## config.mk

```make
export PLATFORM = sky130hd
export DESIGN_NAME = flash_audio_sequencer
export DESIGN_NICKNAME = d
export VERILOG_FILES = /design/src/rtl/flash_audio_sequencer.sv
export SDC_FILE = /design/constraint.sdc
export NUM_CORES = 1
export LEC_CHECK = 0
export CAP_MARGIN = 25
export CORE_ASPECT_RATIO = 1.25
export CORE_UTILIZATION = 54
export CTS_BUF_LIST = sky130_fd_sc_hd__clkbuf_4
export CTS_CLUSTER_DIAMETER = 200
export DETAILED_ROUTE_END_ITERATION = 6
export GPL_TIMING_DRIVEN = 0
export PLACE_DENSITY = 0.82
export SLEW_MARGIN = 20
export SYNTH_ARGS = -nofsm -noshare
export SYNTH_HDL_FRONTEND = slang
export SYNTH_SLANG_ARGS = --single-unit
```

## constraint.sdc

```tcl
create_clock -name clk_i -period 3 [get_ports clk_i]
set_input_delay 0.6 -clock clk_i [delete_from_list [all_inputs] [get_ports clk_i]]
set_output_delay 0.6 -clock clk_i [all_outputs]
set_load 0.02 [all_outputs]
```

## src/rtl/flash_audio_sequencer.sv

```systemverilog
// Flash playback sequencer: fetches 32-bit words and plays them out as two 16-bit samples.
// Optional macro SEQ_TIMEOUT_EN re-issues start when finished does not arrive within TIMEOUT_CYC cycles.
module flash_audio_sequencer #(
    parameter int                ADDR_W      = 23,
    parameter logic [ADDR_W-1:0] ADDR_MAX    = 23'h7FFFF,
    parameter int                TIMEOUT_CYC = 255
) (
    input  logic              clk_i,
    input  logic              reset_i,
    input  logic              sample_tick_i,
    input  logic              play_i,
    input  logic              forward_i,
    input  logic              restart_i,
    input  logic              finished_i,
    input  logic [31:0]       flash_readdata_i,
    output logic              start_o,
    output logic [ADDR_W-1:0] address_o,
    output logic [15:0]       audio_out_o,
    output logic              audio_valid_o
);

    typedef enum logic [2:0] {
        IDLE     = 3'd0,
        REQ      = 3'd1,
        WAIT_FIN = 3'd2,
        WAIT_S0  = 3'd3,
        WAIT_S1  = 3'd4,
        ADVANCE  = 3'd5
    } state_e;

    state_e            state_q, state_d;
    logic [ADDR_W-1:0] address_q, address_d;
    logic [31:0]       word_q, word_d;
    logic              dir_q, dir_d;
    logic              restart_q, restart_d;
    logic              start_q, start_d;
    logic [15:0]       audio_q, audio_d;
    logic              valid_q, valid_d;
    logic              restart_now_s;
    logic [ADDR_W-1:0] restart_addr_s;
    logic [15:0]       s0_s, s1_s;
`ifdef SEQ_TIMEOUT_EN
    logic [7:0]        tmo_q, tmo_d;
`endif

    function automatic logic [ADDR_W-1:0] step_addr(input logic [ADDR_W-1:0] addr, input logic fwd);
        logic [ADDR_W-1:0] res;
        if (fwd) begin
            res = (addr == ADDR_MAX) ? {ADDR_W{1'b0}} : addr + ADDR_W'(1);
        end else begin
            res = (addr == {ADDR_W{1'b0}}) ? ADDR_MAX : addr - ADDR_W'(1);
        end
        return res;
    endfunction

    // Reverse playback swaps the half-word order so the waveform runs backwards too.
    assign s0_s           = dir_q ? word_q[15:0]  : word_q[31:16];
    assign s1_s           = dir_q ? word_q[31:16] : word_q[15:0];
    assign restart_now_s  = restart_q | restart_i;
    assign restart_addr_s = forward_i ? {ADDR_W{1'b0}} : ADDR_MAX;

    // Next-state and datapath update logic.
    always_comb begin
        state_d   = state_q;
        address_d = address_q;
        word_d    = word_q;
        dir_d     = dir_q;
        audio_d   = audio_q;
        valid_d   = 1'b0;
        restart_d = restart_now_s;
`ifdef SEQ_TIMEOUT_EN
        tmo_d     = 8'd0;
`endif
        case (state_q)
            IDLE: begin
                if (restart_now_s) begin
                    address_d = restart_addr_s;
                    restart_d = 1'b0;
                end else begin
                    address_d = address_q;
                end
                if (play_i) begin
                    state_d = REQ;
                end else begin
                    state_d = IDLE;
                end
            end
            REQ: begin
                dir_d   = forward_i;
                state_d = WAIT_FIN;
            end
            WAIT_FIN: begin
                if (finished_i) begin
                    word_d  = flash_readdata_i;
                    state_d = WAIT_S0;
                end else begin
`ifdef SEQ_TIMEOUT_EN
                    if (tmo_q == 8'(TIMEOUT_CYC - 1)) begin
                        state_d = REQ;
                    end else begin
                        tmo_d   = tmo_q + 8'd1;
                        state_d = WAIT_FIN;
                    end
`else
                    state_d = WAIT_FIN;
`endif
                end
            end
            WAIT_S0: begin
                if (sample_tick_i && play_i) begin
                    audio_d = s0_s;
                    valid_d = 1'b1;
                    state_d = WAIT_S1;
                end else begin
                    state_d = WAIT_S0;
                end
            end
            WAIT_S1: begin
                if (sample_tick_i && play_i) begin
                    audio_d = s1_s;
                    valid_d = 1'b1;
                    state_d = ADVANCE;
                end else begin
                    state_d = WAIT_S1;
                end
            end
            ADVANCE: begin
                if (restart_now_s) begin
                    address_d = restart_addr_s;
                end else begin
                    address_d = step_addr(address_q, forward_i);
                end
                restart_d = 1'b0;
                if (play_i) begin
                    state_d = REQ;
                end else begin
                    state_d = IDLE;
                end
            end
            default: begin
                state_d = IDLE;
            end
        endcase
        start_d = (state_d == REQ);
    end

    // State and output registers.
    always_ff @(posedge clk_i or posedge reset_i) begin
        if (reset_i) begin
            state_q   <= IDLE;
            address_q <= {ADDR_W{1'b0}};
            word_q    <= 32'd0;
            dir_q     <= 1'b1;
            restart_q <= 1'b0;
            start_q   <= 1'b0;
            audio_q   <= 16'd0;
            valid_q   <= 1'b0;
        end else begin
            state_q   <= state_d;
            address_q <= address_d;
            word_q    <= word_d;
            dir_q     <= dir_d;
            restart_q <= restart_d;
            start_q   <= start_d;
            audio_q   <= audio_d;
            valid_q   <= valid_d;
        end
    end

`ifdef SEQ_TIMEOUT_EN
    // Watchdog counter for a missing finished pulse.
    always_ff @(posedge clk_i or posedge reset_i) begin
        if (reset_i) begin
            tmo_q <= 8'd0;
        end else begin
            tmo_q <= tmo_d;
        end
    end
`endif

    assign start_o       = start_q;
    assign address_o     = address_q;
    assign audio_out_o   = audio_q;
    assign audio_valid_o = valid_q;

endmodule

```

==> Word-level counts from Yosys, hierarchy flattened <==
Cells that the tools add are included.
Widths: inputs -> output; s select.
{ "word_totals": {"mem_bits_ro": 0, "n_memories": 0, "out_inout_bits": 41, "ff_bits": 78, "ram_bits": 0, "latch_bits": 0, "inputBits": 39, "elab_cells": 51} }
{ "classes": {"muxes": 20, "n_mul": 0, "n_addsub": 2, "reduce_logical": 10, "eq_ne": 10, "shifts": 0, "n_lt_le_gt_ge": 0, "div": 0, "bitwise_logic": 1} }
{ "ops": {"columns": ["operator", "count"], "rows": [
  ["$mux 23", 5],
  ["$mux 16", 4],
  ["$pmux 23 s2", 1],
  ["$pmux 16 s2", 1],
  ["$add 23x1->23 const B", 1],
  ["$eq 23x19->1 const B", 1],
  ["$logic_not 23->1", 1],
  ["$sub 23x1->23 const B", 1],
  ["$mux 19", 1],
  ["$pmux 3 s5", 1],
  ["$eq 3x1->1 const B", 2],
  ["$eq 3x2->1 const B", 2],
  ["$eq 3x3->1 const B", 2],
  ["$mux 1", 6],
  ["$ne 2x2->1 const B", 3],
  ["$reduce_and 2->1", 2],
  ["$reduce_bool 2->1", 2],
  ["$reduce_or 2->1", 2],
  ["$logic_not 3->1", 1],
  ["$mux 3", 1],
  ["$reduce_and 3->1", 1],
  ["$logic_and 1x1->1", 1],
  ["$or 1x1->1", 1]
]} }

==> Logic depth before layout (Yosys ltp) <==
Gate-level depths: netlist of the first run.
{ "depth": {"ltp_word": 5, "mapped_depth": 9} }

==> Least setup slack after synthesis of the first run <==
OpenSTA, ideal clock, no wires.
{ "synth_path": {"path_kind": "register to register", "from": "register address_q[0] (netlist: address_o[0])", "to": "register address_q[18] (netlist: address_o[18])", "slack_ns": 0.450, "period_less_slack_ns": 2.550, "required_ns": 2.876, "arrival_time_ns": 2.426, "n_path_buf": 1, "stages_incl_launch_ff": 10, "path_cell_list": "dfrtp_1 clkbuf_1 inv_1 ha_1 nor3b_1 or4b_4 nor4b_4 a31oi_1 o2bb2ai_1 o21ai_1"} }
{ "synth_via": {"elab_chain_cells": 5, "word_cells_on_any_way": 9, "classes_between": "add/sub (2); eq/ne (1); mux (5); reduce/logical (1)"} }
{ "synth_lines": {"columns": ["item", "line", "source"], "rows": [
  ["start, declared", "32", "logic [ADDR_W-1:0] address_q, address_d;"],
  ["start signal, assigned", "151", "address_q <= {ADDR_W{1'b0}};"],
  ["start signal, assigned", "160", "address_q <= address_d;"],
  ["$sub 23x1->23, or another cell as far along", "51", "res = (addr == {ADDR_W{1'b0}}) ? ADDR_MAX : addr - ADDR_W'(1);"],
  ["$mux 23, on equally long branches", "51, 49", null],
  ["$mux 23 *", "48", "if (fwd) begin"],
  ["$mux 23 *", "128", "if (restart_now_s) begin"],
  ["$pmux 23 s2 *", "74", "case (state_q)"]
]} }
Mark *: on every way between the ends. The rest lies on a longest branch, timed or not.
A chain may end at the register's enable or synchronous reset.

==> Worst setup path in the final report of the first run <==
Ends and elaborated chain as after synthesis.

==> results.sh, run 1 <==
export IMPL_power_density_nw_per_um2=980
export IMPL_synth_fp_nets=474
export IMPL_vias=3818
export IMPL_coreArea_sq_um=7490
export IMPL_r2r_setup_slack_ns=0.24
export IMPL_antenna_found_initial=0
export IMPL_fmax_mhz=362
export IMPL_diodes=0
export IMPL_cts_tree="yes"
export IMPL_hold_viol=0
export IMPL_critPathRequiredTime_ns=3.32
export IMPL_synth_area_sq_um=4230
export IMPL_placed_area_sq_um=5160
export IMPL_outcome="finished clean"
export IMPL_root_buffer="clkbuf_4"
export IMPL_worstReg2RegEnd="address_o[18]"
export IMPL_r2r_start="address_o[0]"
export IMPL_cts_sinks=78
export IMPL_reg2regPathDepth=9
export IMPL_ys_seq_area_share_pct=46.2
export IMPL_clock_power_share_pct=12.8
export IMPL_start_util_pct=56.4
export IMPL_ir_drop_v=0.000614
export IMPL_port_buffers=79
export IMPL_worstMarginPinSlew_ns=0.865
export IMPL_numCtsBuffers=9
export IMPL_finalWorstPathRequiredPeriod_ns=2.76
export IMPL_drt_pre_antenna_iters=7
export IMPL_drv_slew=0
export IMPL_placedCellCount=604
export IMPL_fillers=594
export IMPL_worstPathArrival_ns=3.08
export IMPL_mostFrequentLayoutCell="clkdlybuf4s50_1"
export IMPL_synth_distinct_cells=58
export IMPL_power_switching_share_pct=41.7
export IMPL_die_x_microns=81.1
export IMPL_rsz0062_at_grt="no"
export IMPL_hold_buffers=0
export IMPL_grt_pass1_wl_mm=17.8
export IMPL_intPower_mw=3.04
export IMPL_clk_insertion_delay_late_ns=0.45
export IMPL_cp_startpoint="address_o[0]"
export IMPL_crit_path_start_kind="register"
export IMPL_clockBufferDepth=2
export IMPL_setup_tns_ns=0
export IMPL_path_clk_slew_ns=0.14
export IMPL_die_height_microns=101
export IMPL_cap_violations=0
export IMPL_wl_per_cell_microns=17.9
export IMPL_p_leak_nw=2.14
export IMPL_endpoint_kind="register"
export IMPL_setup_viol_count_final=0
export IMPL_drive_gt1_share_pct=13.8
export IMPL_grt_total_usage_pct=29.0
export IMPL_num_rows=35
export IMPL_fin_area_sq_um=5310
export IMPL_grt_pass1_vias=3726
export IMPL_fin_util_pct=70.9
export IMPL_pwr_share_seq_pct=36.0
export IMPL_relSlewSlack_pct=41.5
export IMPL_final_nets=565
export IMPL_critPathKind="reg -> reg"
export IMPL_clock_skew_ns=0.0186
export IMPL_yosysWarnings=0
export IMPL_route_detailed_drc=0
export IMPL_crit_path_end="address_o[18]"
export IMPL_final_cells=620
export IMPL_routed_wl_mm=11.1
export IMPL_switching_power_mw=2.17
export IMPL_cts_max_level=3
export IMPL_hold_class="in -> async"
export IMPL_die_area_sq_um=8190
export IMPL_crit_fanout=9
export IMPL_ant_nets=0
export IMPL_routed_via_density=6.16
export IMPL_syn_inst=432
export IMPL_grt_overflow=0
export IMPL_dpl_hpwl_mm=7.86
export IMPL_power_total_mw=5.21
export IMPL_finalCritPeriodShare_pct=92.0
export IMPL_async_reset_ff_share_pct=100
export IMPL_p_comb_share_pct=51.2
export IMPL_avgSynthCellArea_sq_um=9.78
export IMPL_gp_congestion=0.973
export IMPL_drtIter0Drc=257
export IMPL_synth_seq_cells=78
export IMPL_ios=80
export IMPL_final_cell_mix="clkdlybuf4s50_1 (79), dfrtp_1 (77), nor2_1 (38)"
export IMPL_syn_to_final_growth_pct=25.7
export IMPL_synth_flop_cell="dfrtp_1"
export IMPL_grt_max_degree=49
export IMPL_synth_edf_count=0
[power by group through the flow]
stage	Clock [mW]	Sequential, mW	Combinational (mW)
floorplan	0	2.10	1.45
global placement	0	1.85	2.56
detailed placement	0	1.89	2.64
CTS	0.686	1.87	2.66
global route	0.726	1.93	2.89
finish	0.668	1.87	2.67
[layer usage]
layer | GRT usage [%] | wire [microns]
met1 | 35.9 | 4460
met4 | 12.1 | 267
met5 | 0 | 0
met3 | 6.79 | 880
met2 | 48.0 | 5470
[worst min path at each step]
stage / slack, ns / endpoint / startpoint / depth (start not counted)
detailed placement: 0.48 / dir_q / dir_q / 2
CTS: 0.48 / word_q[24] / reset_i / 2
global placement: 0.47 / dir_q / dir_q / 2
global route: 0.50 / word_q[23] / reset_i / 2
floorplan: 0.46 / dir_q / dir_q / 2
finish: 0.48 / word_q[24] / reset_i / 2
[worst max-delay path, cell delays in order (launching register included)]
cell and delay (ns):
dfrtp_1 0.42, clkbuf_1 0.21, inv_1 0.15, ha_1 0.23
nor3b_2 0.40, or4b_4 0.58, nor4b_4 0.30, a31oi_1 0.12
o2bb2ai_1 0.15, o21ai_1 0.09
[what timing repair did]
action,in CTS,in global routing
endpoints found under the setup margin,0,1
buffers inserted,0,0
gates resized for setup,0,1
[synthesized netlist by cell type (2+ instances only)]
cell,instances,area [sq um]
a21oi_1,37,185
mux2i_1,17,170
inv_1,11,41.3
xnor2_1,3,26.3
o21ai_0,29,145
a31oi_1,7,43.8
ha_1,3,37.5
o211ai_1,5,37.5
a31o_2,2,17.5
o311ai_0,4,35.0
clkbuf_1,25,93.8
or4_1,3,22.5
nor4_1,3,18.8
buf_2,7,35.0
xor2_1,8,70.1
nand3_1,19,95.1
dfrtp_1,77,1930
o22ai_1,4,25.0
nand2_1,19,71.3
mux2_2,33,372
and2_1,3,18.8
or2_2,4,25.0
a311oi_1,2,17.5
nor2b_1,2,12.5
o31ai_1,2,15.0
o41ai_1,2,17.5
and4_1,5,43.8
nand4_1,5,31.3
nor2_1,38,143
o21a_1,2,15.0
nor3_1,13,65.1
and3_1,10,62.6
a221oi_1,3,26.3
[kinds of logic after synthesis]
group | count (synthesis) | share of synthesized area, %
simple gates | 134 | 17.2
compound gates | 111 | 16.1
flops | 78 | 46.2
mux | 50 | 12.8
buf+inv | 45 | 4.47
xor+xnor | 11 | 2.28
fa+ha+maj | 3 | 0.888
[per-stage QoR]
step                      setup slack, ns  hold WS, ns
after global routing               0.0874        0.497
after global placement             -0.783        0.475
after floorplan                     0.407        0.464
after detailed placement          -0.0138        0.479
final                               0.240        0.482
after CTS                          0.0540        0.484
[layout make-up]
| cell class | instances | area (sq um) | share of cell area [%] |
|---|---|---|---|
| plain buffers | 34 | 148 | 2.78 |
| well taps | 92 | 115 | 2.17 |
| inverters | 11 | 43.8 | 0.824 |
| flip-flops and latches | 78 | 1950 | 36.8 |
| clock buffers | 10 | 75.1 | 1.41 |
| clock inverters | 6 | 70.1 | 1.32 |
| multi-input cells | 309 | 2090 | 39.3 |
| repair buffers | 80 | 818 | 15.4 |
[registers in the layout, summed over array words and instances, names as in the netlist]
name	cells
dir_q	1
audio_out_o	16
restart_q	1
audio_valid_o	1
state_q	3
address_o	23
start_o	1
word_q	32
Note: power is estimated with default switching activity, not from simulation.
==> run 2: changes to the inputs <==
--- a/config.mk
+++ b/config.mk
@@ -12,7 +12,7 @@
 export CTS_CLUSTER_DIAMETER = 200
 export DETAILED_ROUTE_END_ITERATION = 6
 export GPL_TIMING_DRIVEN = 0
-export PLACE_DENSITY = 0.82
+export PLACE_DENSITY_LB_ADDON = 0.12
 export SLEW_MARGIN = 20
 export SYNTH_ARGS = -nofsm -noshare
 export SYNTH_HDL_FRONTEND = slang
==> run 2 against run 1 <==
  * Die area unchanged
  * Critical path depth unchanged
  * Fmax fell by 1.1%
  * Worst hold slack got worse by 0.029 ns
  * Non-clock buffer count stayed put
  * Via count fell by 0.76%
  * Clock skew down 0.0061 ns
  * Combinational power about the same
  * Register-to-register slack lost 0.03 ns
  * Clock-buffer cell count shrank 1
  * First-iteration DRC count rose by 16%
  * Power fell by 0.18%
  * Highest routed layer unchanged
==> results.sh, run 2 (synthesis results as in run 1) <==
export IMPL_setup_viol_count_final=0
export IMPL_top_register="word_q"
export IMPL_die_x_microns=81.1
export IMPL_num_rows=35
export IMPL_finalWorstPathRequiredPeriod_ns=2.79
export IMPL_final_nets=565
export IMPL_power_total_mw=5.20
export IMPL_cp_startpoint="address_o[0]"
export IMPL_cts_tree="yes"
export IMPL_hold_class="in -> async"
export IMPL_cts_sinks=78
export IMPL_crit_fanout=9
export IMPL_largest_reg_flops=32
export IMPL_crit_path_end="address_o[18]"
export IMPL_gr_usage_met3_pct=5.79
export IMPL_power_density_nw_per_um2=978
export IMPL_critPathKind="reg -> reg"
export IMPL_clock_skew_ns=0.0126
export IMPL_hold_buffers=0
export IMPL_ant_nets=0
export IMPL_route_detailed_drc=0
export IMPL_crit_path_start_kind="register"
export IMPL_relSlewSlack_pct=40.9
export IMPL_critPathRequiredTime_ns=3.34
export IMPL_hold_viol=0
export IMPL_cap_violations=0
export IMPL_die_area_sq_um=8190
export IMPL_mostFrequentLayoutCell="clkdlybuf4s50_1"
export IMPL_worstReg2RegEnd="address_o[18]"
export IMPL_grt_busiest_layer="met2"
export IMPL_drtIter0Drc=299
export IMPL_dpl_hpwl_mm=7.75
export IMPL_grt_pass1_wl_mm=17.7
export IMPL_met1_usage_pct=33.5
export IMPL_ios=80
export IMPL_rsz0062_at_grt="no"
export IMPL_syn_to_final_growth_pct=25.8
export IMPL_p_leak_nw=2.15
export IMPL_worstPathArrival_ns=3.13
export IMPL_fin_area_sq_um=5320
export IMPL_reg2regPathDepth=9
export IMPL_numCtsBuffers=9
export IMPL_routed_wl_mm=10.9
export IMPL_endpoint_kind="register"
export IMPL_root_buffer="clkbuf_4"
export IMPL_worstMarginPinSlew_ns=0.883
export IMPL_grt_pass1_vias=3682
export IMPL_r2r_setup_slack_ns=0.21
export IMPL_cts_max_level=3
export IMPL_final_cells=620
export IMPL_drv_slew=0
export IMPL_diodes=0
export IMPL_start_util_pct=56.4
export IMPL_finalCritPeriodShare_pct=93.0
export IMPL_ir_drop_v=0.000535
export IMPL_gp_congestion=0.925
export IMPL_r2r_start="address_o[0]"
export IMPL_setup_tns_ns=0
export IMPL_fmax_mhz=358
export IMPL_wl_per_cell_microns=17.6
export IMPL_clockBufferDepth=2
export IMPL_drive_gt1_share_pct=13.8
export IMPL_grt_total_usage_pct=28.4
export IMPL_grt_met2_usage_pct=49.7
export IMPL_placedCellCount=604
export IMPL_vias=3789
export IMPL_clk_insertion_delay_late_ns=0.44
export IMPL_coreArea_sq_um=7490
export IMPL_die_height_microns=101
export IMPL_grt_max_degree=58
export IMPL_outcome="finished clean"
export IMPL_grt_overflow=0
export IMPL_antenna_found_initial=0
export IMPL_drt_pre_antenna_iters=5
export IMPL_cts_setup_buffers=0
export IMPL_path_clk_slew_ns=0.14
export IMPL_placed_area_sq_um=5160
export IMPL_holdWs_ns=0.453
export IMPL_port_buffers=79
export IMPL_routed_via_density=6.11
export IMPL_final_cell_mix="clkdlybuf4s50_1 (79), dfrtp_1 (77), nor2_1 (38)"
run 2: cell types whose count changed in the layout (fill, tap and decap cells not counted):
| cell | previous run | this run |
|---|---|---|
| clkinv_2 | 0 | 1 |
| clkbuf_4 | 10 | 9 |
| inv_8 | 0 | 1 |
| clkinvlp_4 | 3 | 1 |
| inv_6 | 2 | 3 |
run 2: critical path, stage by stage, from the launching register on:
cell and delay (ns):
dfrtp_1 0.43, clkbuf_1 0.23, inv_1 0.16, ha_1 0.23
nor3b_2 0.43, or4b_4 0.57, nor4b_4 0.30, a31oi_1 0.11
o2bb2ai_1 0.15, o21ai_1 0.08
run 2: layout make-up:
type,count,area [sq um]
timing repair buffer,80,818
clock buffer,9,67.6
fill,567,2170
inverter,11,43.8
buffer,34,148
tap,92,115
clock inverter,7,80.1
sequential,78,1950
multi-input combinational,309,2090
run 2: worst min path at each step:
stage,end,slack [ns],depth (start not counted),from
2_1_floorplan,dir_q,0.46,2,dir_q
3_3_place_gp,dir_q,0.47,2,dir_q
3_5_place_dp,dir_q,0.48,2,dir_q
4_1_cts,address_o[21],0.45,2,reset_i
5_1_grt,word_q[14],0.46,2,reset_i
6_report,word_q[15],0.45,2,reset_i
run 2: power breakdown:
part / internal, mW / total, mW / switching [mW]
registers: 1.54 / 1.87 / 0.323
clock network: 0.267 / 0.686 / 0.419
logic: 1.22 / 2.65 / 1.42
total: 3.03 / 5.20 / 2.16
run 2: timing repair:
action                                  in CTS  in global routing
endpoints found under the setup margin       0                  2
resized for setup                            0                  1
endpoints found under the hold margin        0                  0
run 2: routing by layer:
| metal | vias to the layer above | part of all wire [%] |
|---|---|---|
| met4 | 0 | 2.1 |
| met1 | 1863 | 40 |
| met2 | 140 | 52 |
| met3 | 20 | 6.1 |
| met5 | - | 0 |
| li1 | 1766 | - |
run 2: through the flow:
stage	utilization, %	setup WS, ns
global placement	68.5	-0.793
global route	71.0	0.0588
finish	71.0	0.209
CTS	70.9	0.0540
detailed placement	68.9	-0.0374
floorplan	-	0.407
==> run 3: changes to the inputs <==
--- a/config.mk
+++ b/config.mk
@@ -5,8 +5,9 @@
 export SDC_FILE = /design/constraint.sdc
 export NUM_CORES = 1
 export LEC_CHECK = 0
-export CAP_MARGIN = 25
-export CORE_ASPECT_RATIO = 1.25
+export CAP_MARGIN = 10
+export CORE_ASPECT_RATIO = 0.6
+export CORE_MARGIN = 1.5
 export CORE_UTILIZATION = 54
 export CTS_BUF_LIST = sky130_fd_sc_hd__clkbuf_4
 export CTS_CLUSTER_DIAMETER = 200
==> run 3 against run 2 <==
  * Sequential cell count unchanged
  * Sequential power hardly changed
  * Final area is 0.33% higher
  * Fmax rose by 0.12%
  * Clock-buffer cell count is 1 higher
  * Non-clock buffer count is the same
  * Sequential share of layout area is 0.12 points lower
  * Combinational power rose by 2%
  * Clock skew hardly changed
  * Worst hold slack gained 0.0064 ns
  * First-iteration DRC count is 52% higher
==> results.sh, run 3 (synthesis results as in run 1) <==
export IMPL_drtIter0Drc=455
export IMPL_gp_congestion=0.966
export IMPL_drive_gt1_share_pct=14.0
export IMPL_fin_ws_ns=0.212
export IMPL_cts_max_level=3
export IMPL_ios=80
export IMPL_r2r_start="address_o[0]"
export IMPL_grt_total_usage_pct=29.4
export IMPL_finalCritPeriodShare_pct=92.9
export IMPL_syn_to_final_growth_pct=26.2
export IMPL_outcome="finished clean"
export IMPL_die_x_microns=117
export IMPL_power_total_mw=5.22
export IMPL_cp_startpoint="address_o[0]"
export IMPL_fmax_mhz=359
export IMPL_cts_tree="yes"
export IMPL_holdWs_ns=0.459
export IMPL_ir_drop_v=0.000463
export IMPL_hold_class="in -> async"
export IMPL_reg2regPathDepth=9
export IMPL_crit_fanout=10
export IMPL_wl_per_cell_microns=18.8
export IMPL_diodes=0
export IMPL_port_buffers=79
export IMPL_worstMarginPinSlew_ns=0.841
export IMPL_crit_slowest_cell="clkbuf_1"
export IMPL_worstPathCellList="clkbuf_1, inv_1, ha_1, and3_1, a31oi_1, clkbuf_1, nand2_1, a222oi_1, inv_1"
export IMPL_clock_skew_ns=0.0122
export IMPL_route_detailed_drc=0
export IMPL_numCtsBuffers=9
export IMPL_cts_resized=0
export IMPL_r2r_setup_slack_ns=0.21
export IMPL_grt_pass1_vias=3593
export IMPL_die_area_sq_um=8380
export IMPL_fillers=552
export IMPL_place_ws_ns=-0.234
export IMPL_clk_insertion_delay_late_ns=0.44
export IMPL_top_register="word_q"
export IMPL_hold_buffers=0
export IMPL_coreArea_sq_um=7420
export IMPL_endpoint_kind="register"
export IMPL_worstPathArrival_ns=3.11
export IMPL_largest_reg_flops=32
export IMPL_cap_violations=0
export IMPL_dpl_hpwl_mm=8.58
export IMPL_path_clk_slew_ns=0.13
export IMPL_mostFrequentLayoutCell="clkdlybuf4s50_1"
export IMPL_relSlewSlack_pct=43.7
export IMPL_critPathRequiredTime_ns=3.32
export IMPL_crit_path_end="address_o[1]"
export IMPL_final_cell_mix="clkdlybuf4s50_1 (79), dfrtp_1 (77), nor2_1 (38)"
export IMPL_clockBufferDepth=2
export IMPL_critical_path_depth=9
export IMPL_fin_area_sq_um=5330
export IMPL_hold_viol=0
export IMPL_final_nets=565
export IMPL_placed_area_sq_um=5180
export IMPL_grt_overflow=0
export IMPL_grt_max_degree=56
export IMPL_ant_nets=0
export IMPL_rsz0062_at_grt="no"
export IMPL_drv_slew=0
export IMPL_slowest_delay_ns=0.45
export IMPL_root_buffer="clkbuf_4"
export IMPL_grt_pass1_wl_mm=18.5
export IMPL_antenna_found_initial=0
export IMPL_power_density_nw_per_um2=978
export IMPL_finalWorstPathRequiredPeriod_ns=2.79
export IMPL_setup_tns_ns=0
export IMPL_cts_setup_buffers=0
export IMPL_die_height_microns=71.5
export IMPL_crit_path_start_kind="register"
export IMPL_crit_buf_inv=4
export IMPL_setup_viol_count_final=0
export IMPL_critPathKind="reg -> reg"
export IMPL_p_leak_nw=2.14
export IMPL_start_util_pct=57.0
export IMPL_drt_pre_antenna_iters=5
export IMPL_routed_via_density=6.15
export IMPL_cts_sinks=78
export IMPL_vias=3887
export IMPL_worstReg2RegEnd="address_o[1]"
export IMPL_routed_wl_mm=11.9
export IMPL_num_rows=24
export IMPL_crit_family="buffers and inverters"
## run 3: cell types whose count changed in the layout (fill, tap and decap cells not counted), sizes merged
| cell | delta |
|---|---|
| inv | -4 |
| clkinvlp | +1 |
| clkbuf | +1 |
| clkinv | +2 |
## run 3: how the worst min path moves through the flow
stage	slack (ns)	endpoint	from	cells past startpoint
floorplan	0.46	dir_q	dir_q	2
finish	0.46	word_q[12]	reset_i	2
global placement	0.48	dir_q	dir_q	2
global route	0.50	word_q[12]	reset_i	2
detailed placement	0.50	word_q[9]	word_q[9]	1
CTS	0.45	word_q[12]	reset_i	2
## run 3: metrics by stage
step	cells	utilization (%)
2_1_floorplan	432	-
3_3_place_gp	615	69.4
3_5_place_dp	616	69.8
4_1_cts	632	71.7
5_1_grt	632	71.9
6_report	632	71.9
## run 3: final cells by class
| class | instances | area [sq um] | share of cell area, % |
|---|---|---|---|
| Clock inverter | 6 | 62.6 | 1.17 |
| Inverter | 11 | 43.8 | 0.821 |
| Tap cell | 104 | 130 | 2.44 |
| Clock buffer | 10 | 75.1 | 1.41 |
| Sequential cell | 78 | 1950 | 36.6 |
| Timing Repair Buffer | 80 | 818 | 15.3 |
| Multi-Input combinational cell | 309 | 2100 | 39.4 |
| Buffer | 34 | 148 | 2.77 |
## run 3: layer usage
layer  track usage (%)  share of wire [%]  vias up
met4              8.43                1.2        0
met1              45.9                 46     1844
met5                 0                  0        -
met2              38.6                 40      258
li1                  -                  -     1766
met3              9.48                 12       19
## run 3: report_power, final
group | internal, mW | switching [mW]
Combinational | 1.23 | 1.46
Sequential | 1.54 | 0.340
Clock | 0.260 | 0.383
